[src/rtl/fip_32_sqrt_iter.sv]
// rtl/fip_32_sqrt_iter.sv - iterative restoring fixed-point square root, one result bit per clock
module fip_32_sqrt_iter #(
    parameter int FRA_BITS = 16
) (
    input  logic        i_clk,
    input  logic        i_rstn,
    input  logic        i_en,
    input  logic [31:0] i_rad,
    output logic [31:0] o_root,
    output logic        o_busy,
    output logic        o_valid
);
    localparam int ITER = (32 + FRA_BITS) / 2;
    localparam int OPW  = 32 + FRA_BITS;

    typedef enum logic [1:0] {
        IDLE = 2'd0,
        CALC = 2'd1,
        DONE = 2'd2
    } state_t;

    state_t            state;
    logic [OPW-1:0]    op;
    logic [ITER+1:0]   rem;
    logic [ITER-1:0]   root;
    logic [4:0]        cnt;

    logic [ITER+1:0]   rem_sh;
    logic [ITER+1:0]   trial;
    logic [ITER+1:0]   rem_nxt;
    logic [ITER-1:0]   root_nxt;

    // Remainder never needs more than ITER+2 bits: before step i it is below 2^i.
    always_comb begin
        rem_sh   = (rem << 2) | {{ITER{1'b0}}, op[OPW-1 -: 2]};
        trial    = {root, 2'b01};
        rem_nxt  = rem_sh;
        root_nxt = {root[ITER-2:0], 1'b0};
        if (rem_sh >= trial) begin
            rem_nxt  = rem_sh - trial;
            root_nxt = {root[ITER-2:0], 1'b1};
        end
    end

    always_ff @(posedge i_clk or negedge i_rstn) begin
        if (!i_rstn) begin
            state   <= IDLE;
            op      <= '0;
            rem     <= '0;
            root    <= '0;
            cnt     <= '0;
            o_root  <= '0;
            o_busy  <= 1'b0;
            o_valid <= 1'b0;
        end else begin
            case (state)
                IDLE, DONE: begin
                    o_valid <= 1'b0;
                    if (i_en) begin
                        op     <= {i_rad, {FRA_BITS{1'b0}}};
                        rem    <= '0;
                        root   <= '0;
                        cnt    <= '0;
                        o_busy <= 1'b1;
                        state  <= CALC;
                    end else begin
                        state  <= IDLE;
                    end
                end
                CALC: begin
                    op   <= op << 2;
                    rem  <= rem_nxt;
                    root <= root_nxt;
                    cnt  <= cnt + 5'd1;
                    if (cnt == 5'(ITER - 1)) begin
                        o_root  <= 32'(root_nxt);
                        o_valid <= 1'b1;
                        o_busy  <= 1'b0;
                        state   <= DONE;
                    end
                end
                default: begin
                    state   <= IDLE;
                    o_busy  <= 1'b0;
                    o_valid <= 1'b0;
                end
            endcase
        end
    end
endmodule

[config.mk]
export PLATFORM = sky130hd
export DESIGN_NAME = fip_32_sqrt_iter
export DESIGN_NICKNAME = d
export VERILOG_FILES = /design/src/rtl/fip_32_sqrt_iter.sv
export SDC_FILE = /design/constraint.sdc
export NUM_CORES = 1
export LEC_CHECK = 0
export CELL_PAD_IN_SITES_DETAIL_PLACEMENT = 1
export CELL_PAD_IN_SITES_GLOBAL_PLACEMENT = 1
export CORE_MARGIN = 3
export CORE_UTILIZATION = 39
export DETAILED_ROUTE_END_ITERATION = 6
export GPL_ROUTABILITY_DRIVEN = 0
export MAX_ROUTING_LAYER = met4
export PLACE_DENSITY_LB_ADDON = 0.1
export SLEW_MARGIN = 20
export SYNTH_ARGS = -nofsm -noshare
export SYNTH_HDL_FRONTEND = slang
export SYNTH_SLANG_ARGS = --single-unit
[constraint.sdc]
create_clock -name i_clk -period 2.4 [get_ports i_clk]
set_clock_uncertainty 0.1 [all_clocks]
set_input_delay 0.24 -clock i_clk [delete_from_list [all_inputs] [get_ports i_clk]]
set_output_delay 0.24 -clock i_clk [all_outputs]
set_load 0.05 [all_outputs]
# Yosys cells after proc, flatten, opt, wreduce, memory -nomap -nowiden
# Index checks and enable logic that the tools add are counted.
# W data, S select, Z words.
[word_totals]
inputBits = 35
elab_cells = 41
output_inout_bits = 34
reg_bits = 129
[op_classes]
n_mux = 18
bitwise = 1
order_cmp = 1
n_addsub = 2
n_reduce_logical = 6
eq_ne = 5
[ops]
columns = ["op", "n"]
rows = [
  ["$pmux W24 S2", 2],
  ["$pmux W48 S2", 1],
  ["$mux W24", 3],
  ["$mux W48", 1],
  ["$ge A26 B26 Y1", 1],
  ["$or A26 B2 Y26", 1],
  ["$sub A24 B24 Y24", 1],
  ["$pmux W5 S2", 1],
  ["$mux W1", 6],
  ["$reduce_and A2 Y1", 3],
  ["$add A5 B1 Y5 const B", 1],
  ["$eq A5 B5 Y1 const B", 1],
  ["$mux W5", 1],
  ["$ne A2 B2 Y1 const B", 2],
  ["$pmux W2 S2", 1],
  ["$eq A2 B1 Y1 const B", 1],
  ["$eq A2 B2 Y1 const B", 1],
  ["$logic_not A2 Y1", 1],
  ["$mux W2", 1],
  ["$pmux W1 S2", 1],
  ["$reduce_bool A2 Y1", 1],
  ["$reduce_or A2 Y1", 1],
]

# Logic depth before layout (Yosys ltp)
[logic_depth]
ltp_word = 4
mapped_depth = 13
depth_no_buf = 10

# Worst setup path before layout
# No wires, ideal clock.
[synth_path]
path_kind = "register to register"
from = "register rem[0]"
to = "register rem[10]"
stages_incl_launch_ff = 12
n_path_buf = 2
setup_time_ns = 0.131
path_slack_ns = -0.211
t_arrival_ns = 2.380
required_time_ns = 2.169
synth_period_minus_slack_ns = 2.611
path_cell_list = "dfrtp_1 > ha_1 > nor2b_1 > o31a_1 > o211ai_2 > a211oi_1 > o211ai_2 > and2_4 > buf_6 > buf_8 > mux2i_1 > o21ai_1"
[synth_between]
elab_chain_len = 4
word_cells_on_any_way = 5
cone_classes = "add/sub (1); order compare (1); mux (2); bitwise (1)"
[synth_rtl]
columns = ["item", "line_no", "rtl"]
rows = [
  ["start: declaration", "24", "logic [ITER+1:0] rem;"],
  ["start signal: assignment", "72", "rem <= rem_nxt;"],
  ["$or A26 B2 Y26 (*)", "35", "rem_sh = (rem << 2) | {{ITER{1'b0}}, op[OPW-1 -: 2]};"],
  ["$sub A24 B24 Y24 / $ge A26 B26 Y1 (equally long branches)", "40, 39", ""],
  ["$mux W24 (*)", "39", "if (rem_sh >= trial) begin"],
  ["$pmux W24 S2 (*)", "56", "case (state)"],
]
# Mark *: on every way between the ends. The rest lies on a longest branch, timed or not.
# A chain may end at the register's enable or synchronous reset.

# Worst setup path after layout
[layout_path]
from = "register root[1]"
to = "register rem[19]"
[layout_between]
elab_chain_len = 3
word_cells_on_any_way = 4
cone_classes = "add/sub (1); order compare (1); mux (2)"
[layout_rtl]
columns = ["item", "line_no", "rtl"]
rows = [
  ["start: declaration", "25", "logic [ITER-1:0] root;"],
  ["start signal: assignment", "73", "root <= root_nxt;"],
  ["$sub A24 B24 Y24 / $ge A26 B26 Y1 (equally long branches)", "40, 39", ""],
  ["$mux W24 (*)", "39", ""],
  ["$pmux W24 S2 (*)", "56", ""],
]
# Marks and branches as above.

==> flow_summary.yaml <==
clocking:
  path_clk_slew_ns: 0.08
  tritoncts: "built"
  clk_latency_ns: 0.36
  clockBufferDepth: 2
  cts_sinks: 112
  cts-buffers-inserted: 9
  htree_levels: 3
  cts_root_buf: "clkbuf_16"
global_routing:
  track_usage_pct: 20.43
  gr-total-overflow: 0
  grt_antenna_before_repair: 0
  grt_start_max_net_pins: 52
  first_global_vias: 5372
  grt_first_pass_wirelength_um: 26200
drt:
  drt.antenna.violating_nets: 0
  wl_met3_um: 549
  met2RoutedLength_um: 8184
  drcViolationCount: 0
  highest_signal_layer: "met4"
  drt_pass1_iterations: 4
  m1WireLength_um: 6691
  first_iter_violations: 129
  route.detailed.wl_per_inst_um: 16.94
  routed_via_density: 5.271
  routed-via-count: 4886
  wirelength_um: 15700
synth:
  synth_enable_flop_cells: 0
  synthesis.area_per_instance_um2: 9.748
  mappedNetlistArea_mm2: 0.005878
  synthesis.yosys.warnings: 0
  post_synth_most_frequent_cells: "nand2_1 (118), dfrtp_1 (112), o21ai_0 (43)"
  syn-instance-count: 603
  synth_top_cell_area_share_pct: 47.68
  async_reset_ff_share_pct: 100.0
  flip_flop_and_latch_count_after_synthesis: 112
  yosysMostFrequentCell: "nand2_1"
  synthDominantAreaCellType: "dfrtp_1"
  proportion_of_synthesized_chip_area_in_sequential_cells_pct: 47.68
  synthFlopType: "dfrtp_1"
  post_synth_main_area_contributors: "dfrtp_1 (48%), nand2_1 (7.5%), ha_1 (5.7%), mux2_2 (4.6%), o21ai_0 (3.7%)"
  synth_cell_type_count: 53
timing:
  fin_crit_ns: 2.520
  final_setup_vio_count: 23
  max-slew-margin-rel_pct: 63.93
  postLayoutSetupSlackWorst_ns: -0.1202
  max_slew_violation_count: 0
  final-hold-violation-count: 0
  final.period_utilization_pct: 105.0
  setup_repair_after_global_routing_missed_its_margin: "true"
  achievable-frequency_ghz: 0.3968
  worst_pin_slew_ns: 0.5394
die:
  chipHeight_um: 128.8
  num_rows: 44
  initial_core_util_pct: 40.14
  core_mm2: 0.01464
  floorplan.die.width_um: 128.8
  dieArea_mm2: 0.01658
  io_pins: 69
placed_design:
  dp.final_hpwl_um: 11030
  post_place_instance_area_mm2: 0.007327
  io_buffers: 60
critical_path:
  cpPeakStageDelay_ns: 0.40
  cp-start-kind: "flop"
  cp.required_ns: 2.55
  setup.worst_path.class: "flop to flop"
  worst_path_max_delay_cell: "dfrtp_1"
  data_arrival_at_the_endpoint_of_the_critical_path_ns: 2.67
  cp.buffers_inverters: 2
  path_delay_family: "compound AO/OA/AOI/OAI gates"
  crit_path_cell_trace: "inv_2, ha_4, o21a_1, buf_4, a2bb2oi_2, a221o_1, a221oi_1, o21ai_1, xnor2_1, o21ai_2"
  critPathCaptureType: "flop"
  critical_path_peak_fanout: 3
cells_and_area:
  layout-area-overhead-vs-synth_pct: 34.97
  nFillCells: 1647
  design_area_mm2: 0.007934
  antenna_diode_count: 0
  post_route_cells_drive_above_1_share_pct: 26.11
  num-nets-final: 800
  multiInputGateArea_mm2: 0.003079
  area.sequential_mm2: 0.002803
power:
  power_density_mw_per_mm2: 1706
  max-vdd-ir-drop_uv: 714.9
  power_uw: 13540
  leakagePower_uw: 0.003614
min_path:
  min_path_type: "input pin to asynchronous set/reset pin"
run_status:
  run_status: "finished, violations left"
  violations: "setup timing"
run:
  cap_violations: 0
logic make-up after synthesis:
logic type / Yosys count / synth area share (%)
other: 1 / 0.06380
XOR/XNOR: 20 / 2.980
flip-flops: 112 / 47.68
AO/OA/AOI/OAI: 160 / 17.67
multiplexers: 39 / 7.152
AND/OR/NAND/NOR: 173 / 13.03
adder cells (fa/ha/maj): 27 / 5.747
buffers and inverters: 71 / 5.683
registers in the layout, indices dropped and copies added (netlist names):
name	cells
cnt	5
o_busy	1
o_root	24
op	32
rem	24
root	24
state	2
final timing paths:
kind	slack, ns	to	start	depth (start not counted)
setup / recovery	-0.12	rem[19]	root[1]	10
hold / removal	0.28	rem[20]	i_rstn	2
setup reg to reg	-0.12	rem[19]	root[1]	10
hold reg to reg	0.38	op[27]	op[27]	2
max in group asynchronous	1.21	op[39]	i_rstn	3
min in group i_clk	0.37	op[22]	i_rad[6]	3
what timing repair did:
item,CTS,global route
buffers inserted,10,5
hold buffers,1,0
pin swaps,13,7
endpoints found under the hold margin,29,0
gates resized for setup,28,15
endpoints found under the setup margin,25,26
per-stage QoR:
stage / TNS [ns] / utilization (%) / std cells / setup slack, ns / hold slack, ns
2_1_floorplan: -1.154 / - / 610 / -0.1080 / -0.1556
3_3_place_gp: -2.144 / 50.03 / 897 / -0.1774 / 0.1192
3_5_place_dp: -3.997 / 50.03 / 897 / -0.2431 / 0.1256
4_1_cts: -1.581 / 53.43 / 922 / -0.1182 / 0.2811
5_1_grt: -5.295 / 54.18 / 927 / -0.2596 / 0.3041
6_report: -1.531 / 54.18 / 927 / -0.1202 / 0.2783
where the power goes:
part / switching [uW] / internal [uW]
clock network: 726 / 736
logic: 4510 / 4390
registers: 515 / 2660
total: 5750 / 7780
layer usage:
| layer | vias up | track usage (%) |
|---|---|---|
| li1 | 2360 | - |
| met1 | 2428 | 24.12 |
| met2 | 79 | 35.24 |
| met3 | 19 | 3.819 |
| met4 | 0 | 6.485 |
| met5 | - | - |
layout make-up:
| type | instances | share of cell area, % |
|---|---|---|
| multi-input combinational | 427 | 38.81 |
| sequential | 112 | 35.33 |
| timing repair buffer | 157 | 17.95 |
| clock buffer | 10 | 3.012 |
| tap | 184 | 2.902 |
| inverter | 31 | 1.467 |
| clock inverter | 6 | 0.5362 |
layout by cell type (no fill, tap or decap), types with 17 or more instances in the layout:
cell type	instances
a22oi_1	28
nand2_1	117
dfrtp_1	112
mux2_2	23
o21ai_0	38
ha_1	17
clkdlybuf4s50_1	59
a21oi_1	22
inv_1	26
buf_4	88
No activity file was read; power rests on OpenSTA's default activity.
